$ cat src/rtl/mips_pkg.sv
// ---------------------------------------------------------------------------
// mips_pkg
// Shared definitions for the MIPS instruction-fetch front end.
//   XLEN_DEF      default PC / instruction width
//   RESET_PC_DEF  default PC loaded on reset
//   fetch_state_e fetch FSM states (IDLE / RUN / ERR)
//   NOP_INSTR     instruction word presented to decode when nothing is valid
//   PC_INC        byte increment between sequential instructions
// ---------------------------------------------------------------------------
package mips_pkg;

  localparam int          XLEN_DEF     = 32;
  localparam logic [31:0] RESET_PC_DEF = 32'h0000_0000;
  localparam logic [31:0] NOP_INSTR    = 32'h0000_0000;
  localparam int          PC_INC       = 4;

  typedef enum logic [1:0] {
    IDLE = 2'd0,
    RUN  = 2'd1,
    ERR  = 2'd2
  } fetch_state_e;

  // A redirect target is usable only if it is word aligned.
  function automatic logic is_word_aligned(input logic [1:0] low_bits);
    return (low_bits == 2'b00);
  endfunction

endpackage

$ cat src/rtl/mips_fetch_unit_if.sv
// ---------------------------------------------------------------------------
// mips_fetch_unit_if
// Bundles the instruction-memory request/response channel and the decode
// valid/ready channel of the fetch unit.
//   master : the fetch unit (drives imem requests and decode entries)
//   slave  : the memory / decode side
// Signals:
//   imem_req_valid/ready/addr  request handshake, byte address of the word
//   imem_rsp_valid/data        in-order response, no backpressure
//   id_valid/ready             decode handshake
//   id_instr/id_pc/id_pc_plus4 head entry of the fetch queue
// ---------------------------------------------------------------------------
interface mips_fetch_unit_if #(
  parameter int XLEN = mips_pkg::XLEN_DEF
);

  logic            imem_req_valid;
  logic            imem_req_ready;
  logic [XLEN-1:0] imem_req_addr;
  logic            imem_rsp_valid;
  logic [XLEN-1:0] imem_rsp_data;

  logic            id_valid;
  logic            id_ready;
  logic [XLEN-1:0] id_instr;
  logic [XLEN-1:0] id_pc;
  logic [XLEN-1:0] id_pc_plus4;

  modport master (
    output imem_req_valid, imem_req_addr,
    input  imem_req_ready, imem_rsp_valid, imem_rsp_data,
    output id_valid, id_instr, id_pc, id_pc_plus4,
    input  id_ready
  );

  modport slave (
    input  imem_req_valid, imem_req_addr,
    output imem_req_ready, imem_rsp_valid, imem_rsp_data,
    input  id_valid, id_instr, id_pc, id_pc_plus4,
    output id_ready
  );

endinterface

$ cat src/rtl/mips_sync_fifo.sv
// ---------------------------------------------------------------------------
// mips_sync_fifo
// Single-clock first-in first-out buffer with synchronous flush.
// DEPTH must be a power of two (pointers wrap naturally).
// Ports:
//   clk, rst   clock, synchronous active-high reset
//   flush      empties the buffer this cycle (push/pop ignored)
//   push/wdata write request and data
//   pop        read request; rdata shows the oldest entry
//   count      number of stored entries
//   empty      count == 0
// A push on a full buffer is accepted only if a pop happens the same cycle.
// ---------------------------------------------------------------------------
module mips_sync_fifo #(
  parameter int WIDTH = 32,
  parameter int DEPTH = 4,
  parameter int CNT_W = $clog2(DEPTH) + 1
) (
  input  logic             clk,
  input  logic             rst,
  input  logic             flush,
  input  logic             push,
  input  logic [WIDTH-1:0] wdata,
  input  logic             pop,
  output logic [WIDTH-1:0] rdata,
  output logic [CNT_W-1:0] count,
  output logic             empty
);

  localparam int AW = $clog2(DEPTH);

  logic [WIDTH-1:0] mem [DEPTH];
  logic [AW-1:0]    rd_ptr;
  logic [AW-1:0]    wr_ptr;
  logic             full;
  logic             do_push;
  logic             do_pop;

  assign empty   = (count == '0);
  assign full    = (count == CNT_W'(DEPTH));
  assign do_pop  = pop && !empty;
  assign do_push = push && (!full || do_pop);

  // NOTE: state registers use non-blocking assignments so every flop samples
  // pre-edge values; blocking here would create order-dependent simulation.
  always_ff @(posedge clk) begin
    if (rst || flush) begin
      rd_ptr <= '0;
      wr_ptr <= '0;
      count  <= '0;
    end else begin
      if (do_push) wr_ptr <= wr_ptr + AW'(1);
      if (do_pop)  rd_ptr <= rd_ptr + AW'(1);
      count <= count + CNT_W'(do_push) - CNT_W'(do_pop);
    end
  end

  // NOTE: the storage array is deliberately not reset; count/empty guard
  // every read, so clearing it would only cost reset fan-out.
  always_ff @(posedge clk) begin
    if (do_push) mem[wr_ptr] <= wdata;
  end

  assign rdata = mem[rd_ptr];

endmodule

$ cat src/rtl/mips_fetch_unit.sv
// ---------------------------------------------------------------------------
// mips_fetch_unit
// Instruction-fetch front end: owns the PC, issues requests to a
// latency-tolerant instruction memory, buffers returned words in an in-order
// fetch queue and hands them to decode over a valid/ready handshake.
// Branch redirects flush the queue and discard responses still in flight.
//
// Ports:
//   clk, rst        core clock, synchronous active-high reset
//   fetch_en        low holds the unit in IDLE (no new requests)
//   redirect_valid  taken branch/jump from MEM stage
//   redirect_pc     redirect target (must be word aligned)
//   bus             mips_fetch_unit_if.master: imem request/response and
//                   decode handshake
//   misalign_err    sticky; set by a misaligned redirect, cleared by rst
//   perf_fetch_cnt  saturating count of decode pops     (optional)
//   perf_flush_cnt  saturating count of aligned redirects (optional)
//
// Optional feature: define MIPS_FETCH_PERF_EN to add the performance counters.
// ---------------------------------------------------------------------------
module mips_fetch_unit
  import mips_pkg::*;
#(
  parameter int              XLEN     = XLEN_DEF,
  parameter logic [XLEN-1:0] RESET_PC = XLEN'(RESET_PC_DEF),
  parameter int              FQ_DEPTH = 4,
  parameter int              CNT_W    = $clog2(FQ_DEPTH) + 1
) (
  input  logic             clk,
  input  logic             rst,
  input  logic             fetch_en,
  input  logic             redirect_valid,
  input  logic [XLEN-1:0]  redirect_pc,
  mips_fetch_unit_if.master bus,
  output logic             misalign_err
`ifdef MIPS_FETCH_PERF_EN
  ,
  output logic [31:0]      perf_fetch_cnt,
  output logic [31:0]      perf_flush_cnt
`endif
);

  fetch_state_e    state_q;
  fetch_state_e    state_d;
  logic [XLEN-1:0] pc_q;
  logic [CNT_W-1:0] outstanding;
  logic [CNT_W-1:0] drop_cnt;

  logic            redirect_ok;
  logic            redirect_bad;
  logic            has_credit;
  logic            req_valid;
  logic            req_fire;
  logic            rsp_accept;
  logic            rsp_push;
  logic            q_pop;

  logic [2*XLEN-1:0] iq_rdata;
  logic [CNT_W-1:0]  q_count;
  logic              q_empty;
  logic [XLEN-1:0]   tag_pc;
  logic [CNT_W-1:0]  tag_count;
  logic              tag_empty;
  logic [XLEN-1:0]   head_pc;

  assign redirect_ok  = redirect_valid &&  is_word_aligned(redirect_pc[1:0]);
  assign redirect_bad = redirect_valid && !is_word_aligned(redirect_pc[1:0]);

  // Queue entries plus in-flight requests may never exceed the queue size,
  // so every response finds a free slot and memory needs no backpressure.
  assign has_credit = ({1'b0, q_count} + {1'b0, outstanding}) < (CNT_W+1)'(FQ_DEPTH);

  // -------------------------------------------------------------------------
  // Fetch FSM
  // -------------------------------------------------------------------------
  always_ff @(posedge clk) begin
    if (rst) state_q <= IDLE;
    else     state_q <= state_d;
  end

  // NOTE: every output of this block gets a default before the case so no
  // path leaves a value unassigned and no latch is inferred.
  always_comb begin
    state_d   = state_q;
    req_valid = 1'b0;
    unique case (state_q)
      IDLE: if (fetch_en) state_d = RUN;
      RUN: begin
        if (!fetch_en) state_d = IDLE;
        req_valid = !redirect_valid && has_credit;
      end
      ERR:     state_d = ERR;
      default: state_d = IDLE;
    endcase
    if (redirect_bad) state_d = ERR;
  end

  assign misalign_err = (state_q == ERR);

  // -------------------------------------------------------------------------
  // Request / response bookkeeping
  // -------------------------------------------------------------------------
  assign req_fire   = req_valid && bus.imem_req_ready;
  assign rsp_accept = bus.imem_rsp_valid && (outstanding != '0);
  // A response landing in a redirect cycle is stale and is discarded too.
  assign rsp_push   = rsp_accept && (drop_cnt == '0) && !redirect_ok && !tag_empty;
  assign q_pop      = !q_empty && bus.id_ready && !redirect_ok;

  always_ff @(posedge clk) begin
    if (rst) begin
      pc_q <= RESET_PC;
    end else if (redirect_ok) begin
      pc_q <= redirect_pc;
    end else if (req_fire) begin
      pc_q <= pc_q + XLEN'(PC_INC);
    end
  end

  always_ff @(posedge clk) begin
    if (rst) outstanding <= '0;
    else     outstanding <= outstanding + CNT_W'(req_fire) - CNT_W'(rsp_accept);
  end

  // After a redirect every request still in flight belongs to the old path,
  // so the drop set becomes the whole remaining in-flight count.
  always_ff @(posedge clk) begin
    if (rst) begin
      drop_cnt <= '0;
    end else if (redirect_ok) begin
      drop_cnt <= outstanding - CNT_W'(rsp_accept);
    end else if (rsp_accept && (drop_cnt != '0)) begin
      drop_cnt <= drop_cnt - CNT_W'(1);
    end
  end

  // -------------------------------------------------------------------------
  // PC-tag FIFO: PCs of issued requests whose words will be kept. Dropped
  // responses never pop it, so it is flushed on redirect along with the queue.
  // -------------------------------------------------------------------------
  mips_sync_fifo #(
    .WIDTH (XLEN),
    .DEPTH (FQ_DEPTH),
    .CNT_W (CNT_W)
  ) u_tag_fifo (
    .clk   (clk),
    .rst   (rst),
    .flush (redirect_ok),
    .push  (req_fire),
    .wdata (pc_q),
    .pop   (rsp_push),
    .rdata (tag_pc),
    .count (tag_count),
    .empty (tag_empty)
  );

  // -------------------------------------------------------------------------
  // Instruction queue: {instr, pc}
  // -------------------------------------------------------------------------
  mips_sync_fifo #(
    .WIDTH (2*XLEN),
    .DEPTH (FQ_DEPTH),
    .CNT_W (CNT_W)
  ) u_instr_queue (
    .clk   (clk),
    .rst   (rst),
    .flush (redirect_ok),
    .push  (rsp_push),
    .wdata ({bus.imem_rsp_data, tag_pc}),
    .pop   (q_pop),
    .rdata (iq_rdata),
    .count (q_count),
    .empty (q_empty)
  );

  // -------------------------------------------------------------------------
  // Outputs
  // -------------------------------------------------------------------------
  assign bus.imem_req_valid = req_valid;
  assign bus.imem_req_addr  = pc_q;

  assign head_pc         = q_empty ? '0 : iq_rdata[XLEN-1:0];
  assign bus.id_valid    = !q_empty;
  assign bus.id_instr    = q_empty ? XLEN'(NOP_INSTR) : iq_rdata[2*XLEN-1:XLEN];
  assign bus.id_pc       = head_pc;
  assign bus.id_pc_plus4 = q_empty ? '0 : head_pc + XLEN'(PC_INC);

`ifdef MIPS_FETCH_PERF_EN
  always_ff @(posedge clk) begin
    if (rst) begin
      perf_fetch_cnt <= '0;
      perf_flush_cnt <= '0;
    end else begin
      if (q_pop && (perf_fetch_cnt != 32'hFFFF_FFFF))
        perf_fetch_cnt <= perf_fetch_cnt + 32'd1;
      if (redirect_ok && (perf_flush_cnt != 32'hFFFF_FFFF))
        perf_flush_cnt <= perf_flush_cnt + 32'd1;
    end
  end
`endif

  // Each in-flight request is either marked for dropping or has a tag.
  a_inflight_accounting: assert property (
    @(posedge clk) disable iff (rst)
    ({1'b0, drop_cnt} + {1'b0, tag_count}) == {1'b0, outstanding}
  );

endmodule

$ cat src/flat_wrapper.sv
// flat-port wrapper written by rule: the top's interface ports become plain ports
module mips_fetch_unit_flat import mips_pkg::*;
#(
  parameter int              XLEN     = XLEN_DEF,
  parameter logic [XLEN-1:0] RESET_PC = XLEN'(RESET_PC_DEF),
  parameter int              FQ_DEPTH = 4,
  parameter int              CNT_W    = $clog2(FQ_DEPTH) + 1
)
  (clk, rst, fetch_en, redirect_valid, redirect_pc, misalign_err, bus_imem_req_valid, bus_imem_req_addr, bus_imem_req_ready, bus_imem_rsp_valid, bus_imem_rsp_data, bus_id_valid, bus_id_instr, bus_id_pc, bus_id_pc_plus4, bus_id_ready);
  mips_fetch_unit_if #(.XLEN(XLEN)) bus_i ();
  input  logic clk;
  input  logic rst;
  input  logic fetch_en;
  input  logic redirect_valid;
  input  logic [XLEN-1:0] redirect_pc;
  output logic misalign_err;
  output wire logic [$bits(bus_i.imem_req_valid)-1:0] bus_imem_req_valid;
  output wire logic [$bits(bus_i.imem_req_addr)-1:0] bus_imem_req_addr;
  input wire logic [$bits(bus_i.imem_req_ready)-1:0] bus_imem_req_ready;
  input wire logic [$bits(bus_i.imem_rsp_valid)-1:0] bus_imem_rsp_valid;
  input wire logic [$bits(bus_i.imem_rsp_data)-1:0] bus_imem_rsp_data;
  output wire logic [$bits(bus_i.id_valid)-1:0] bus_id_valid;
  output wire logic [$bits(bus_i.id_instr)-1:0] bus_id_instr;
  output wire logic [$bits(bus_i.id_pc)-1:0] bus_id_pc;
  output wire logic [$bits(bus_i.id_pc_plus4)-1:0] bus_id_pc_plus4;
  input wire logic [$bits(bus_i.id_ready)-1:0] bus_id_ready;
  assign bus_imem_req_valid = bus_i.imem_req_valid;
  assign bus_imem_req_addr = bus_i.imem_req_addr;
  assign bus_i.imem_req_ready = bus_imem_req_ready;
  assign bus_i.imem_rsp_valid = bus_imem_rsp_valid;
  assign bus_i.imem_rsp_data = bus_imem_rsp_data;
  assign bus_id_valid = bus_i.id_valid;
  assign bus_id_instr = bus_i.id_instr;
  assign bus_id_pc = bus_i.id_pc;
  assign bus_id_pc_plus4 = bus_i.id_pc_plus4;
  assign bus_i.id_ready = bus_id_ready;
  mips_fetch_unit #(.XLEN(XLEN), .RESET_PC(RESET_PC), .FQ_DEPTH(FQ_DEPTH), .CNT_W(CNT_W)) u_core (.clk(clk), .rst(rst), .fetch_en(fetch_en), .redirect_valid(redirect_valid), .redirect_pc(redirect_pc), .bus(bus_i), .misalign_err(misalign_err));
endmodule
$ cat config.mk
export PLATFORM = sky130hd
export DESIGN_NAME = mips_fetch_unit_flat
export DESIGN_NICKNAME = d
export VERILOG_FILES = /design/src/rtl/mips_pkg.sv /design/src/rtl/mips_fetch_unit_if.sv /design/src/rtl/mips_sync_fifo.sv /design/src/rtl/mips_fetch_unit.sv /design/src/flat_wrapper.sv
export SDC_FILE = /design/constraint.sdc
export NUM_CORES = 1
export LEC_CHECK = 0
export BUFFER_PORTS_ARGS = -buffer_cell sky130_fd_sc_hd__buf_2
export CAP_MARGIN = 20
export CORE_UTILIZATION = 45
export CTS_CLUSTER_DIAMETER = 50
export DETAILED_ROUTE_END_ITERATION = 6
export MAX_ROUTING_LAYER = met4
export PLACE_DENSITY = 0.63
export SYNTH_ARGS = -nofsm -noshare
export SYNTH_HDL_FRONTEND = slang
export SYNTH_SLANG_ARGS = --single-unit
$ cat constraint.sdc
create_clock -name clk -period 3.4 [get_ports clk]
set_input_delay 0.68 -clock clk [delete_from_list [all_inputs] [get_ports clk]]
set_output_delay 0.68 -clock clk [all_outputs]
set_load 0.01 [all_outputs]
==> results.json, run 1 <==
{
  "worst_slew_pin_slew_ns": 0.838,
  "grt_setup_unrepaired": "yes",
  "start_kind": "flip-flop",
  "status": "finished with violations",
  "antenna_cells": 0,
  "io_buffers": 201,
  "peakVddDrop_mv": 0.492,
  "finalNetCount": 1447,
  "p_total_mw": 14.5,
  "wire_per_inst_um": 21.2,
  "fmax_mhz": 276,
  "overflow": 0,
  "gp_congestion": 0.787,
  "dieWidth_um": 204,
  "die_h_um": 204,
  "post-route-period-util_pct": 106,
  "setup_viol": 21,
  "crit_type": "reg2out",
  "yosysWarningCount": 0,
  "synth_top_cells_by_count": "edfxtp_1, mux4_2, nor2_1",
  "synth_seq_area_share_pct": 69.4,
  "vias_per_cell": 5.50,
  "period_needed_ns": 3.62,
  "worstHoldStart": "bus_imem_rsp_data[15]",
  "crit_path_end_kind": "output pin",
  "syn_nets": 1166,
  "routed-via-count": 10500,
  "drv_slew": 0,
  "synth.area.top_cells": "edfxtp_1, mux4_2, dfxtp_1, and2_1, nor2_1",
  "arrival_ns": 2.94,
  "pin_count": 202,
  "start_util_pct": 45.8,
  "cp_common_cell": "buf_6",
  "async_reset_ff_share_pct": 0,
  "drive_above_1_share_pct": 37.4,
  "path_cells": "buf_16 > mux4_1 > and4_4 > nand4_1 > buf_6 > nor4_4 > mux2_4 > buf_6",
  "netlist.area_leader.share_pct": 63.0,
  "crit_family": "multiplexers",
  "whs_path_depth": 1,
  "violations": "negative setup slack",
  "htreeDepth": 2,
  "worstHoldPathType": "in2reg",
  "drcViolationCount": 0,
  "antenna_found_initial": 0,
  "ys_ff_latch": 442,
  "syn_avg_cell_area_um2": 17.1,
  "cts_tree": "built",
  "syn-cell-area_mm2": 0.0183,
  "coreArea_mm2": 0.0399,
  "synthToLayoutAreaGrowth_pct": 23.9,
  "grt_max_degree": 65,
  "cp.required_ns": 2.72,
  "holdWs_ns": 0.309,
  "critPathMaxFanout": 7,
  "cpMaxStageDelayCell": "mux4_1",
  "powerDensity_mw_per_mm2": 639,
  "nFillCells": 3083,
  "postRouteAntennaNets": 0,
  "netlist_instances": 1071,
  "totalWireLength_um": 40600,
  "p_leak_nw": 7.97,
  "reg2reg_depth": 12,
  "synth-edff-count": 384,
  "r2r-start": "u_core.outstanding[1]",
  "tns_ns": -3.23,
  "layout_setup_ws_ns": -0.221,
  "drtIter0Drc": 727,
  "hold_violations": 0,
  "place_hpwl_um": 25800,
  "final_util_pct": 56.8,
  "timing.rr.end": "u_core.u_tag_fifo.count[2]",
  "grt_usage_pct": 20.4,
  "clkSinkCount": 442,
  "grt_pass1_vias": 10600,
  "clk_latency_ns": 0.58,
  "skew_ns": 0.0164,
  "critical-path-max-stage-delay_ns": 0.43,
  "synth.most_common_cell": "edfxtp_1",
  "synth_area_leader_cell": "edfxtp_1",
  "r2r_slack_ns": 0.48,
  "yosys.cell_types.count": 52,
  "maxCapViolCount": 0,
  "core.rowCount": 73,
  "root_buffer": "clkbuf_16",
  "critical_path_buf_inv_count": 3,
  "grt_pass1_wl_um": 62100,
  "slew_headroom_pct": 44.1,
  "cts_hold_buffers": 0,
  "numCtsBuffers": 51,
  "synthFlopType": "edfxtp_1",
  "die_area_mm2": 0.0415,
  "clk_pin_slew_ns": 0.06,
  "whs_endpoint": "u_core.u_instr_queue.mem[3][47]",
  "drtPass1Iterations": 5,
  "clock_path_buffers": 3
}
## where the power goes
| part | switching (mW) | total [mW] | internal, mW |
|---|---|---|---|
| combinational | 1.64 | 3.04 | 1.40 |
| clock | 2.15 | 5.37 | 3.22 |
| sequential | 0.110 | 6.07 | 5.96 |
| total | 3.90 | 14.5 | 10.6 |
## metal layers
layer  share of wire [%]  vias up  GRT usage [%]
li1                    -     4796              -
met1                  45     5292           28.2
met2                  46      354           30.6
met3                 5.9       84           3.26
met4                 2.8        0           7.68
met5                   0        -              -
## flip-flops by register name, summed over array words and instances (netlist names), 3 cells and up, named ones only
signal / cells
u_core.bus.imem_req_addr: 32
u_core.u_tag_fifo.count: 3
u_core.outstanding: 3
u_core.u_instr_queue.mem: 256
u_core.u_tag_fifo.mem: 128
u_core.drop_cnt: 3
u_core.u_instr_queue.count: 3
## cell type report
cell class | count | area [µm²] | area share (%)
tap | 525 | 657 | 2.90
clock buffer | 65 | 1390 | 6.14
multi-input combinational | 546 | 5510 | 24.3
clock inverter | 25 | 282 | 1.24
sequential | 442 | 12700 | 56.0
inverter | 28 | 105 | 0.464
timing repair buffer | 283 | 2020 | 8.90
## worst max path at each step
stage / startpoint / to / slack [ns] / cells after the start
floorplan: u_core.u_instr_queue.count[1] / bus_id_pc_plus4[22] / 0.03 / 12
global placement: flip-flop / bus_id_pc_plus4[31] / 0.10 / 8
detailed placement: flip-flop / bus_id_pc_plus4[27] / 0.08 / 7
CTS: flip-flop / bus_id_pc_plus4[27] / -0.22 / 9
global route: flip-flop / bus_id_pc_plus4[31] / -0.31 / 8
finish: flip-flop / bus_id_pc_plus4[31] / -0.22 / 8
## logic make-up (layout without fill, tap and decap cells)
group           count (synthesis)  in the layout  synth area share [%]
mux                           109            109                  12.8
buf+inv                        85            401                  2.19
compound gates                 80             80                  3.04
simple gates                  296            298                  9.10
flops                         442            442                  69.4
fa+ha+maj                      24             24                  1.76
xor+xnor                       35             35                  1.68
## cells in the final DEF, fill, tap and decap left out, drive strengths merged, types with 19 or more instances in the layout
cell / n
dfxtp: 58
xnor2: 20
ha: 21
nand2: 30
clkbuf: 66
buf: 280
inv: 34
edfxtp: 384
and2: 72
mux4: 97
nand3: 19
nor2: 74
## timing repair
| item | 4_1_cts | 5_1_grt |
|---|---|---|
| pin swaps | 24 | 7 |
| gates resized for setup | 80 | 20 |
| cloned | 6 | 1 |
| buffers inserted | 23 | 6 |
| endpoints found under the setup margin | 21 | 30 |
| endpoints found under the hold margin | 0 | 0 |
## metrics by stage
stage	setup WS, ns	std cells	instance area, µm²
global placement	0.101	1788	20200
global route	-0.308	1914	22700
CTS	-0.219	1907	22500
finish	-0.221	1914	22700
floorplan	0.0339	1071	18300
detailed placement	0.0776	1788	20200
No activity file was read; power rests on OpenSTA's default activity.
==> run 2, diff against run 1 <==
CAP_MARGIN = 15   (was 20)
CTS_BUF_LIST = sky130_fd_sc_hd__clkbuf_16   (was not set)
==> run 2 against run 1 <==
  * Design area about the same
  * Clock skew barely moved
  * Highest routed layer unchanged
  * Flip-flop and latch count did not move
  * Routed wire length about the same
  * Non-clock buffer count unchanged
  * Cell count did not move
  * The flow still finishes with violations (negative setup slack)
  * First-iteration DRC count decreased by 1.9%
  * Fmax shrank 0.37%
  * Total power decreased by 0.47%
==> results.json, run 2 (synthesis gave the netlist of run 1 again) <==
{
  "status": "finished with violations",
  "violations": "negative setup slack",
  "overflow": 0,
  "period_needed_ns": 3.63,
  "drtPass1Iterations": 5,
  "worstHoldStart": "bus_imem_rsp_data[15]",
  "start_util_pct": 45.8,
  "timing.rr.end": "u_core.u_tag_fifo.count[2]",
  "clk_latency_ns": 0.58,
  "place_area_mm2": 0.0202,
  "coreArea_mm2": 0.0399,
  "synthToLayoutAreaGrowth_pct": 23.8,
  "cp_common_cell": "buf_6",
  "whs_endpoint": "u_core.u_instr_queue.mem[3][47]",
  "crit_path_end_kind": "output pin",
  "grt_usage_pct": 20.4,
  "p_total_mw": 14.4,
  "routed-via-count": 10600,
  "worstHoldPathType": "in2reg",
  "grt_pass1_wl_um": 62100,
  "post-route-period-util_pct": 107,
  "crit_type": "reg2out",
  "finalNetCount": 1447,
  "clk_pin_slew_ns": 0.06,
  "tns_ns": -3.33,
  "layout_setup_ws_ns": -0.234,
  "maxCapViolCount": 0,
  "powerDensity_mw_per_mm2": 636,
  "cts_hold_buffers": 0,
  "dieWidth_um": 204,
  "critPathMaxFanout": 7,
  "arrival_ns": 2.95,
  "peakVddDrop_mv": 0.492,
  "p_leak_nw": 8.00,
  "core.rowCount": 73,
  "hold_violations": 0,
  "worst_slew_pin_slew_ns": 0.839,
  "cts_tree": "built",
  "grt_max_degree": 65,
  "place_hpwl_um": 25800,
  "whs_path_depth": 1,
  "skew_ns": 0.0163,
  "gp_congestion": 0.787,
  "drive_above_1_share_pct": 37.2,
  "setup_viol": 21,
  "pin_count": 202,
  "r2r_slack_ns": 0.48,
  "die_area_mm2": 0.0415,
  "antenna_cells": 0,
  "critical-path-max-stage-delay_ns": 0.43,
  "fmax_mhz": 275,
  "vias_per_cell": 5.51,
  "drv_slew": 0,
  "grt_setup_unrepaired": "yes",
  "wire_per_inst_um": 21.2,
  "numCtsBuffers": 51,
  "clock_path_buffers": 3,
  "stdcell_area_mm2": 0.0226,
  "cpMaxStageDelayCell": "mux4_1",
  "io_buffers": 201,
  "antenna_found_initial": 0,
  "root_buffer": "clkbuf_16",
  "totalWireLength_um": 40600,
  "drtIter0Drc": 713,
  "clkSinkCount": 442,
  "final_common_cell": "edfxtp_1",
  "cp.required_ns": 2.72,
  "final_cell_mix": "edfxtp_1, buf_2, mux4_2",
  "start_kind": "flip-flop",
  "grt_pass1_vias": 10600,
  "htreeDepth": 2,
  "reg2reg_depth": 12,
  "r2r-start": "u_core.outstanding[1]",
  "slew_headroom_pct": 44.1,
  "drcViolationCount": 0,
  "largest_reg_flops": 256,
  "path_cells": "buf_16 > mux4_1 > and4_4 > nand4_1 > buf_6 > nor4_4 > mux2_4 > buf_6",
  "die_h_um": 204,
  "top_register": "u_core.u_instr_queue.mem",
  "postRouteAntennaNets": 0
}
## run 2: changes by cell type in the layout (fill, tap and decap cells not counted), sizes merged
cell,previous run,this run
inv,34,44
clkinv,12,14
clkbuf,66,54
## run 2: how the worst max path moves through the flow
stage                               end  slack, ns                     startpoint  cells after the start
floorplan           bus_id_pc_plus4[22]       0.03  u_core.u_instr_queue.count[1]                     12
CTS                 bus_id_pc_plus4[27]      -0.22                      flip-flop                      9
global placement    bus_id_pc_plus4[31]       0.10                      flip-flop                      8
detailed placement  bus_id_pc_plus4[27]       0.08                      flip-flop                      7
finish              bus_id_pc_plus4[31]      -0.23                      flip-flop                      8
global route        bus_id_pc_plus4[31]      -0.31                      flip-flop                      8
## run 2: cell type report
type	instances	area (µm²)
sequential	442	12700
inverter	28	105
fill	3088	17300
clock inverter	37	327
clock buffer	53	1330
multi-input combinational	546	5510
timing repair buffer	283	2020
tap	525	657
## run 2: stage by stage
stage	hold WS (ns)	setup slack, ns	std cells	util [%]
floorplan	0.485	0.0339	1071	-
global placement	0.490	0.101	1788	50.5
detailed placement	0.510	0.0776	1788	50.5
CTS	0.284	-0.219	1907	56.3
global route	0.305	-0.308	1914	56.7
finish	0.310	-0.234	1914	56.7
## run 2: timing repair
action,CTS,global route
gates cloned,6,1
resized for setup,80,20
pin swaps,24,7
endpoints found under the setup margin,21,30
buffers inserted,23,6
## run 2: worst max-delay path, delay by kind of cell, from the launching register on
family	cells	cell delay (ns)
simple gates	3	0.76
mux	2	0.76
flops	1	0.40
buf+inv	3	0.45
## run 2: power breakdown
group	switching (mW)	leakage [nW]	internal, mW
combinational	1.64	3.22	1.40
sequential	0.110	3.94	5.96
clock	2.15	0.842	3.15
## run 2: metal layers
metal / track usage, % / wire length, µm / vias up / part of all wire [%]
li1: - / - / 4795 / -
met1: 28.2 / 18300 / 5324 / 45
met2: 30.6 / 18900 / 354 / 46
met3: 3.26 / 2360 / 80 / 5.8
met4: 7.68 / 1100 / 0 / 2.7
met5: - / 0 / - / 0
